$ cat src/rtl/tlb_lookup_ctrl.sv
// tlb_lookup_ctrl
//   Lookup/refill controller for a set-associative TLB storage array.
//   It takes one translation request at a time, reads the addressed set and
//   compares all ways. A hit answers straight away and bumps the way's use
//   counter. A miss issues a page-table walk, picks a victim way, writes the
//   refilled entry and then answers.
//
// Ports
//   clk, rst                  clock, synchronous active-high reset
//   req_valid/ready, req_vaddr, req_write       translation request
//   resp_valid/ready, resp_paddr, resp_fault    translation response
//   rd_set_index, rd_valid, rd_vpn, rd_ppn, rd_perms, rd_lru_count
//                             storage read port (data returns in the same cycle)
//   wr_en, update_en, lru_update_en             storage write strobes
//   wr_set_index, wr_way, wr_valid, wr_vpn, wr_ppn, wr_perms, wr_lru_count
//   lru_set_index, lru_way    storage entry / use-counter write fields
//   ptw_req_valid/ready, ptw_req_vpn            page-table-walk request
//   ptw_resp_valid, ptw_resp_ppn, ptw_resp_perms, ptw_resp_fault
//                             single-cycle walk result strobe
module tlb_lookup_ctrl #(
  parameter int NUM_SETS       = 16,
  parameter int NUM_WAYS       = 4,
  parameter int SET_INDEX_BITS = 4,
  parameter int LRU_BITS       = 4
) (
  input  logic                         clk,
  input  logic                         rst,
  input  logic                         req_valid,
  output logic                         req_ready,
  input  logic [31:0]                  req_vaddr,
  input  logic                         req_write,
  output logic                         resp_valid,
  input  logic                         resp_ready,
  output logic [31:0]                  resp_paddr,
  output logic                         resp_fault,
  output logic [SET_INDEX_BITS-1:0]    rd_set_index,
  input  logic [NUM_WAYS-1:0]          rd_valid,
  input  logic [20*NUM_WAYS-1:0]       rd_vpn,
  input  logic [20*NUM_WAYS-1:0]       rd_ppn,
  input  logic [2*NUM_WAYS-1:0]        rd_perms,
  input  logic [LRU_BITS*NUM_WAYS-1:0] rd_lru_count,
  output logic                         wr_en,
  output logic                         update_en,
  output logic                         lru_update_en,
  output logic [SET_INDEX_BITS-1:0]    wr_set_index,
  output logic [SET_INDEX_BITS-1:0]    lru_set_index,
  output logic [1:0]                   wr_way,
  output logic [1:0]                   lru_way,
  output logic                         wr_valid,
  output logic [19:0]                  wr_vpn,
  output logic [19:0]                  wr_ppn,
  output logic [1:0]                   wr_perms,
  output logic [LRU_BITS-1:0]          wr_lru_count,
  output logic                         ptw_req_valid,
  input  logic                         ptw_req_ready,
  output logic [19:0]                  ptw_req_vpn,
  input  logic                         ptw_resp_valid,
  input  logic [19:0]                  ptw_resp_ppn,
  input  logic [1:0]                   ptw_resp_perms,
  input  logic                         ptw_resp_fault
);

  typedef enum logic [2:0] {
    S_IDLE, S_LOOKUP, S_WALK_REQ, S_WALK_WAIT, S_REFILL, S_RESP
  } state_t;

  // Keeps the index inside the array when fewer sets than 2**SET_INDEX_BITS exist.
  localparam logic [SET_INDEX_BITS-1:0] SET_MASK = SET_INDEX_BITS'(NUM_SETS - 1);

  state_t                    state;
  logic [31:0]               vaddr_q;
  logic                      write_q;
  logic [1:0]                victim_q;
  logic [19:0]               walk_ppn_q;
  logic [1:0]                walk_perms_q;
  logic [31:0]               paddr_q;
  logic                      fault_q;
  logic                      req_ready_q;
  logic                      resp_valid_q;
  logic                      ptw_req_valid_q;

  logic [19:0]               vpn;
  logic [SET_INDEX_BITS-1:0] set_idx;
  logic                      hit;
  logic [1:0]                hit_way;
  logic [19:0]               hit_ppn;
  logic [1:0]                hit_perms;
  logic [LRU_BITS-1:0]       hit_cnt;
  logic                      inv_found;
  logic [1:0]                inv_way;
  logic [1:0]                min_way;
  logic [LRU_BITS-1:0]       min_cnt;
  logic [1:0]                victim_way;
  logic                      lru_bump;
  logic                      refill_fire;

  assign vpn     = vaddr_q[31:12];
  assign set_idx = vpn[SET_INDEX_BITS-1:0] & SET_MASK;

  // Way compare and victim choice; descending loops leave the lowest index.
  always_comb begin
    hit       = 1'b0;
    hit_way   = '0;
    inv_found = 1'b0;
    inv_way   = '0;
    for (int w = NUM_WAYS - 1; w >= 0; w--) begin
      if (rd_valid[w] && (rd_vpn[20*w +: 20] == vpn)) begin
        hit     = 1'b1;
        hit_way = 2'(w);
      end
      if (!rd_valid[w]) begin
        inv_found = 1'b1;
        inv_way   = 2'(w);
      end
    end
    // Strict less-than keeps the lowest index on ties.
    min_way = '0;
    min_cnt = rd_lru_count[0 +: LRU_BITS];
    for (int w = 1; w < NUM_WAYS; w++) begin
      if (rd_lru_count[LRU_BITS*w +: LRU_BITS] < min_cnt) begin
        min_cnt = rd_lru_count[LRU_BITS*w +: LRU_BITS];
        min_way = 2'(w);
      end
    end
    victim_way = inv_found ? inv_way : min_way;
    hit_ppn   = '0;
    hit_perms = '0;
    hit_cnt   = '0;
    for (int w = 0; w < NUM_WAYS; w++) begin
      if (hit_way == 2'(w)) begin
        hit_ppn   = rd_ppn[20*w +: 20];
        hit_perms = rd_perms[2*w +: 2];
        hit_cnt   = rd_lru_count[LRU_BITS*w +: LRU_BITS];
      end
    end
  end

  // A saturated counter is left alone because storage would wrap it to zero.
  assign lru_bump    = (state == S_LOOKUP) && hit && (hit_cnt != '1) && !rst;
  assign refill_fire = (state == S_REFILL) && !rst;

  assign rd_set_index  = set_idx;
  assign wr_set_index  = set_idx;
  assign lru_set_index = set_idx;
  assign wr_en         = lru_bump || refill_fire;
  assign update_en     = refill_fire;
  assign lru_update_en = lru_bump;
  assign lru_way       = lru_bump ? hit_way : '0;
  assign wr_way        = refill_fire ? victim_q : (lru_bump ? hit_way : '0);
  assign wr_valid      = refill_fire;
  assign wr_vpn        = refill_fire ? vpn : '0;
  assign wr_ppn        = refill_fire ? walk_ppn_q : '0;
  assign wr_perms      = refill_fire ? walk_perms_q : '0;
  assign wr_lru_count  = refill_fire ? LRU_BITS'(1)
                       : (lru_bump ? hit_cnt + LRU_BITS'(1) : '0);

  assign req_ready     = req_ready_q;
  assign resp_valid    = resp_valid_q;
  assign resp_paddr    = paddr_q;
  assign resp_fault    = fault_q;
  assign ptw_req_valid = ptw_req_valid_q;
  assign ptw_req_vpn   = ptw_req_valid_q ? vpn : '0;

  // Handshake outputs are registered alongside the state they belong to.
  always_ff @(posedge clk) begin
    if (rst) begin
      state           <= S_IDLE;
      req_ready_q     <= 1'b0;
      resp_valid_q    <= 1'b0;
      ptw_req_valid_q <= 1'b0;
      vaddr_q         <= '0;
      write_q         <= 1'b0;
      victim_q        <= '0;
      walk_ppn_q      <= '0;
      walk_perms_q    <= '0;
      paddr_q         <= '0;
      fault_q         <= 1'b0;
    end else begin
      case (state)
        S_IDLE: begin
          if (req_valid && req_ready_q) begin
            vaddr_q     <= req_vaddr;
            write_q     <= req_write;
            req_ready_q <= 1'b0;
            state       <= S_LOOKUP;
          end else begin
            req_ready_q <= 1'b1;
          end
        end
        S_LOOKUP: begin
          if (hit) begin
            paddr_q      <= {hit_ppn, vaddr_q[11:0]};
            fault_q      <= ~hit_perms[write_q];
            resp_valid_q <= 1'b1;
            state        <= S_RESP;
          end else begin
            victim_q        <= victim_way;
            ptw_req_valid_q <= 1'b1;
            state           <= S_WALK_REQ;
          end
        end
        S_WALK_REQ: begin
          if (ptw_req_ready) begin
            ptw_req_valid_q <= 1'b0;
            state           <= S_WALK_WAIT;
          end
        end
        S_WALK_WAIT: begin
          if (ptw_resp_valid) begin
            if (ptw_resp_fault) begin
              paddr_q      <= '0;
              fault_q      <= 1'b1;
              resp_valid_q <= 1'b1;
              state        <= S_RESP;
            end else begin
              walk_ppn_q   <= ptw_resp_ppn;
              walk_perms_q <= ptw_resp_perms;
              state        <= S_REFILL;
            end
          end
        end
        S_REFILL: begin
          paddr_q      <= {walk_ppn_q, vaddr_q[11:0]};
          fault_q      <= ~walk_perms_q[write_q];
          resp_valid_q <= 1'b1;
          state        <= S_RESP;
        end
        S_RESP: begin
          if (resp_ready) begin
            resp_valid_q <= 1'b0;
            req_ready_q  <= 1'b1;
            state        <= S_IDLE;
          end
        end
        default: state <= S_IDLE;
      endcase
    end
  end

endmodule

$ cat config.mk
export PLATFORM = sky130hd
export DESIGN_NAME = tlb_lookup_ctrl
export DESIGN_NICKNAME = d
export VERILOG_FILES = /design/src/rtl/tlb_lookup_ctrl.sv
export SDC_FILE = /design/constraint.sdc
export NUM_CORES = 1
export LEC_CHECK = 0
export CAP_MARGIN = 15
export CORE_AREA = 2 2 144 146
export DETAILED_ROUTE_END_ITERATION = 10
export DIE_AREA = 0 0 146 148
export PLACE_DENSITY_LB_ADDON = 0.25
export SLEW_MARGIN = 10
export SYNTH_ARGS = -nofsm -noshare
export SYNTH_HDL_FRONTEND = slang
export SYNTH_SLANG_ARGS = --single-unit
$ cat constraint.sdc
create_clock -name clk -period 5.4 [get_ports clk]
set_clock_uncertainty 0.1 [all_clocks]
set_input_delay 1.62 -clock clk [delete_from_list [all_inputs] [get_ports clk]]
set_output_delay 1.62 -clock clk [all_outputs]
set_load 0.01 [all_outputs]
=== Word level (Yosys, flattened, before mapping) ===
Cells that the tools add are included.

* $lt $le $gt $ge: 4
* Reduce and logical (&&, ||, !) cells: 25
* Add/subtract/negate cells: 1
* Multiplexer cells: 70
* Bitwise gates (word level): 4
* Equal/unequal tests: 20

{| class="wikitable"
|+ Operators by type and width
! kind !! count
|-
| $mux 20 || 7
|-
| $mux 32 || 3
|-
| $pmux 32 s3 || 1
|-
| $eq 20x20->1 || 4
|-
| $mux 2 || 18
|-
| $mux 4 || 8
|-
| $mux 1 || 23
|-
| $pmux 3 s6 || 1
|-
| $mux 3 || 5
|-
| $ne 2x2->1 const B || 7
|-
| $lt 4x4->1 || 3
|-
| $logic_and 1x1->1 || 9
|-
| $reduce_and 4->1 || 2
|-
| $eq 3x2->1 const B || 2
|-
| $eq 3x3->1 const B || 2
|-
| $reduce_and 2->1 || 3
|-
| $reduce_and 3->1 || 2
|-
| $reduce_and 5->1 || 1
|-
| $add 4x1->4 const B || 1
|-
| $eq 2x2->1 const B || 2
|-
| $ne 4x4->1 const B || 1
|-
| $not 1->1 || 4
|-
| $pmux 1 s2 || 2
|-
| $pmux 1 s4 || 1
|-
| other kinds (11) || 12
|}

* Flip-flop bits (word level): 96
* Logic and storage cells: 135
* Input bits: 250
* Output and inout bits: 122

=== Logic depth before layout (Yosys ltp) ===
* Word-level depth: 16
* Mapped depth: 22

=== Least setup slack after synthesis ===
OpenSTA, ideal clock, no wires.

* Path kind: in2out
* From: input port rd_vpn[41]
* To: output port wr_way[0]
* Setup slack: -0.445 ns
* Stages: 11
* Arrival time: 4.125 ns
* Required time: 3.680 ns
* Cell sequence: xnor2_1 > nand4_1 > or4_4 > or2_1 > buf_2 > nor2_4 > mux2_2 > o21a_1 > ha_1 > a31o_2 > o21ai_1

* Longest elaborated chain between the ends: 15

{| class="wikitable"
|+ RTL lines
! what !! RTL line !! source
|-
| from (decl) || 38 || <nowiki>input logic [20*NUM_WAYS-1:0] rd_vpn,</nowiki>
|-
| $eq 20x20->1 * || 107 || <nowiki>if (rd_valid[w] && (rd_vpn[20*w +: 20] == vpn)) begin</nowiki>
|-
| $logic_and 1x1->1 * || 107 ||
|-
| $mux 2 (3 in series) || 107 ||
|-
| $logic_not 2->1 || 130 || <nowiki>if (hit_way == 2'(w)) begin</nowiki>
|-
| $mux 4 (4 in series) || 130 ||
|-
| $ne 4x4->1 || 139 || <nowiki>assign lru_bump = (state == S_LOOKUP) && hit && (hit_cnt != '1) && !rst;</nowiki>
|-
| $logic_and 1x1->1 (2 in series) || 139 ||
|-
| $mux 2 * (2 in series) || 149 || <nowiki>assign wr_way = refill_fire ? victim_q : (lru_bump ? hit_way : '0);</nowiki>
|-
| to (decl) || 47 || <nowiki>output logic [1:0] wr_way,</nowiki>
|}

Every way passes the cells marked *; elsewhere a longest branch is shown, timed or not.

=== Worst setup path in the final report ===
* From: input port rd_vpn[45]
* To: output port wr_lru_count[0]

* Longest elaborated chain between the ends: 15

{| class="wikitable"
|+ RTL lines
! what !! RTL line !! source
|-
| $eq 20x20->1 * || 107 ||
|-
| $logic_and 1x1->1 * || 107 ||
|-
| branches (longest 11 deep; another with $add 4x1->4) || - ||
|-
| $mux 4 * || 155 || <nowiki>: (lru_bump ? hit_cnt + LRU_BITS'(1) : '0);</nowiki>
|-
| $mux 4 * || 154 || <nowiki>assign wr_lru_count = refill_fire ? LRU_BITS'(1)</nowiki>
|-
| to (decl) || 53 || <nowiki>output logic [LRU_BITS-1:0] wr_lru_count,</nowiki>
|}

Mark *: on every way between the ends.

==> metrics <==
post-synthesis mux area share 2.42%; CTS tree yes; syn_area_per_cell 7.41 um2; Final Setup Violations 10; layout cells sized above 1 23.2%; Hold Crit Start vaddr_q[3]; reg2reg end resp_paddr[3]; FFs w/ async S/R, synth 0%; largest net degree at the start of global routing 97; clk buf depth 2; FF-to-FF Start vaddr_q[13]; Place WS -1520 ps; Reg2Reg Setup Slack 1100 ps; delay-heaviest family, CP simple AND/OR/NAND/NOR gates; endpoint class of the critical path output port; static leakage 4.97 nW; violation count after the first detailed-route iteration 530; final hold vios 0; vias in the first global route 7991; worst path bufs/invs 3; Worst Tran Pin Value 1050 ps; crit-path most repeated cell buf_2; Site Rows 52; RePlAce Congestion 0.900; Synth Area in Compound Gates 18.6%; simple-gate portion of the synthesized area 30.0%; Worst setup SP type primary input; Mapped Cells 906; commonest non-fill, non-tap cell in the layout clkdlybuf4s50_1; Top Ports 372; Worst-path clk slew 60 ps; final net count 1627; post-route ant nets 0; P per Cell Area 221 nW/um2; status finished, violations left; gr ovfl total 0; RSZ-0062 raised after global routing true; maximum vdd drop 0.161 mV; XOR/XNOR Fraction of Synth Area 10.7%; clk_lat worst skew 340 ps; DIE WIDTH 146 um; DP HPWL 24700 um; CP arrival 4380 ps; Max Slew Vio Count 0; WL final 33200 um; Synth Flop Type dfxtp_1; critical path class in -> out; first-pass detailed-route iteration total 5; area of the mapped netlist 6710 um2; Starting Density 33.5%; initial antenna violation count 7; Port Buffers 371; WHS Endpoint vaddr_q[3]; DR DRC count 0; number of buffers created by CTS 9; final instance count without filler cells 1647; vias per cell 5.15; Max-cap violations 0; GRT Total Usage 28.4%; max incr delay on CP 540 ps; Worst R2R Path Depth 20; Crit path required time 3680 ps; Hold/Removal Path Class reg -> reg; die height 148 um; Worst Hold Depth 2; crit-path cells buf_2 -> xnor2_2 -> nand4_1 -> or4_4 -> or2_4 -> nor2_4 -> mux2_4 -> o21a_1 -> ha_2 -> a31o_4 -> buf_6 -> o21ai_4 -> buf_2; Sink Count 96; area delta synth->final 85.7%; wire length per cell 20.2 um; final hold slack 356 ps; number of synthesized flops with an enable pin 0; Max Fclk 0.164 GHz; Crit Path Max Fanout 4; post-synth cell types 65; DR vias 8476; largest family of logic cells by synthesized area simple AND/OR/NAND/NOR gates; relative slew slack 30.0%; Syn Nets 1168; Post-Synth Adder-Cell Area 2.24%; core area 20000 um2; Inst Count DP 1571; most frequent cells in the layout clkdlybuf4s50_1 (298), buf_4 (159), nand2_1 (146), a21oi_1 (100), dfxtp_1 (96); minimum clock period 6100 ps; Die ar. 21600 um2; CTS Root Cell clkbuf_16; post-synthesis register bit count 96; violated checks negative setup slack; first-pass GRT wire length 47400 um; final setup margin -704 ps; sequential area share after synthesis 28.6%; slowest CP cell or4_4; H-tree Lvls 3; final worst-path cycle share 113%; Synth warnings 0
-- worst max path at each step --
stage                           from         endpoint  slack [ps]  cells after the start
final                     rd_vpn[45]  wr_lru_count[0]        -700                     13
after global routing      rd_vpn[45]  wr_lru_count[0]        -770                     13
after CTS                 rd_vpn[41]  wr_lru_count[0]        -610                     13
after detailed placement  rd_vpn[53]  wr_lru_count[0]       -1520                     12
after global placement    rd_vpn[56]  wr_lru_count[0]       -1490                     12
after floorplan           rd_vpn[56]  wr_lru_count[0]        -340                     11
-- report_power, final --
part | switching (mW) | internal [mW]
clock network | 0.277 | 0.383
registers | 0.138 | 0.782
logic | 0.541 | 0.636
-- state kept, by name (all words and copies together) (netlist names) --
| register | count |
|---|---|
| req_ready | 1 |
| write_q | 1 |
| vaddr_q | 32 |
| state | 3 |
| walk_ppn_q | 20 |
| resp_paddr | 32 |
| victim_q | 2 |
| ptw_req_valid | 1 |
| resp_valid | 1 |
| resp_fault | 1 |
| walk_perms_q | 2 |
-- routing by layer --
metal / vias up / GRT usage [%] / wire, um / share of wire (%)
li1: 4045 / - / - / -
met4: 0 / 9.37 / 948 / 2.9
met1: 4048 / 39.4 / 14700 / 44
met3: 56 / 4.81 / 2020 / 6.1
met5: - / 0 / 0 / 0
met2: 327 / 45.0 / 15500 / 47
-- worst register-to-register path: cells and delay by family (launching register included) --
kind / cells / cell delay, ps
DFF: 1 / 720
AOI/OAI and AO/OA: 1 / 120
xor gates and xnor gates: 1 / 140
and+or+nand+nor: 8 / 1650
buffers and inverters: 10 / 1490
-- synthesized netlist by cell type, drive strengths merged (3+ instances only) --
library cell,number,area share [%]
dfxtp,96,29
nand3,28,2.1
a31oi,3,0.28
a22oi,5,0.56
or3,5,0.54
nor4,12,1.3
a221oi,5,0.65
xor2,19,2.5
nand4,29,2.9
o21ai,28,2.1
inv,13,0.73
xnor2,63,8.2
ha,12,2.2
a21oi,105,7.8
nand2b,6,0.56
nor3b,4,0.62
buf,43,4.2
nor2b,4,0.37
nand2,150,8.7
nor3,19,1.4
and2,65,6.1
a211oi,25,2.8
or2,6,0.56
and4,3,0.39
o211ai,6,0.88
clkbuf,43,2.4
o221ai,10,1.3
nor2,56,3.2
mux2i,14,2.1
-- cell families after synthesis --
| group | after synthesis |
|---|---|
| AND/OR/NAND/NOR | 396 |
| adder cells (fa/ha/maj) | 12 |
| XOR/XNOR | 82 |
| buffers and inverters | 100 |
| AO/OA/AOI/OAI | 204 |
| multiplexers | 16 |
| flip-flops | 96 |
-- final cells by class --
cell class | count | area (um2)
antenna | 7 | 17.5
clock buffer | 11 | 253
clock inverter | 5 | 55.1
fill | 1752 | 7580
inverter | 14 | 52.6
multi-input combinational | 710 | 4950
sequential | 96 | 1920
tap | 270 | 338
timing repair buffer | 534 | 4870
-- through the flow --
| step | power, mW | instance area [um2] | setup TNS [ps] | util, % |
|---|---|---|---|---|
| 6_report | 2.76 | 12500 | -6620 | 62.2 |
| 5_1_grt | 2.90 | 12500 | -7290 | 62.2 |
| 4_1_cts | 2.69 | 12200 | -5670 | 60.9 |
| 3_5_place_dp | 1.92 | 11300 | -15120 | 56.5 |
| 3_3_place_gp | 1.91 | 11300 | -14720 | 56.5 |
| 2_1_floorplan | 1.40 | 6890 | -2770 | - |
-- repair_timing --
action,4_1_cts,5_1_grt
gates resized for setup,199,58
endpoints found under the setup margin,10,12
hold buffers,0,0
pin swaps,67,41
cloned,0,0
buffers inserted,49,4
No activity file was read; power rests on OpenSTA's default activity.
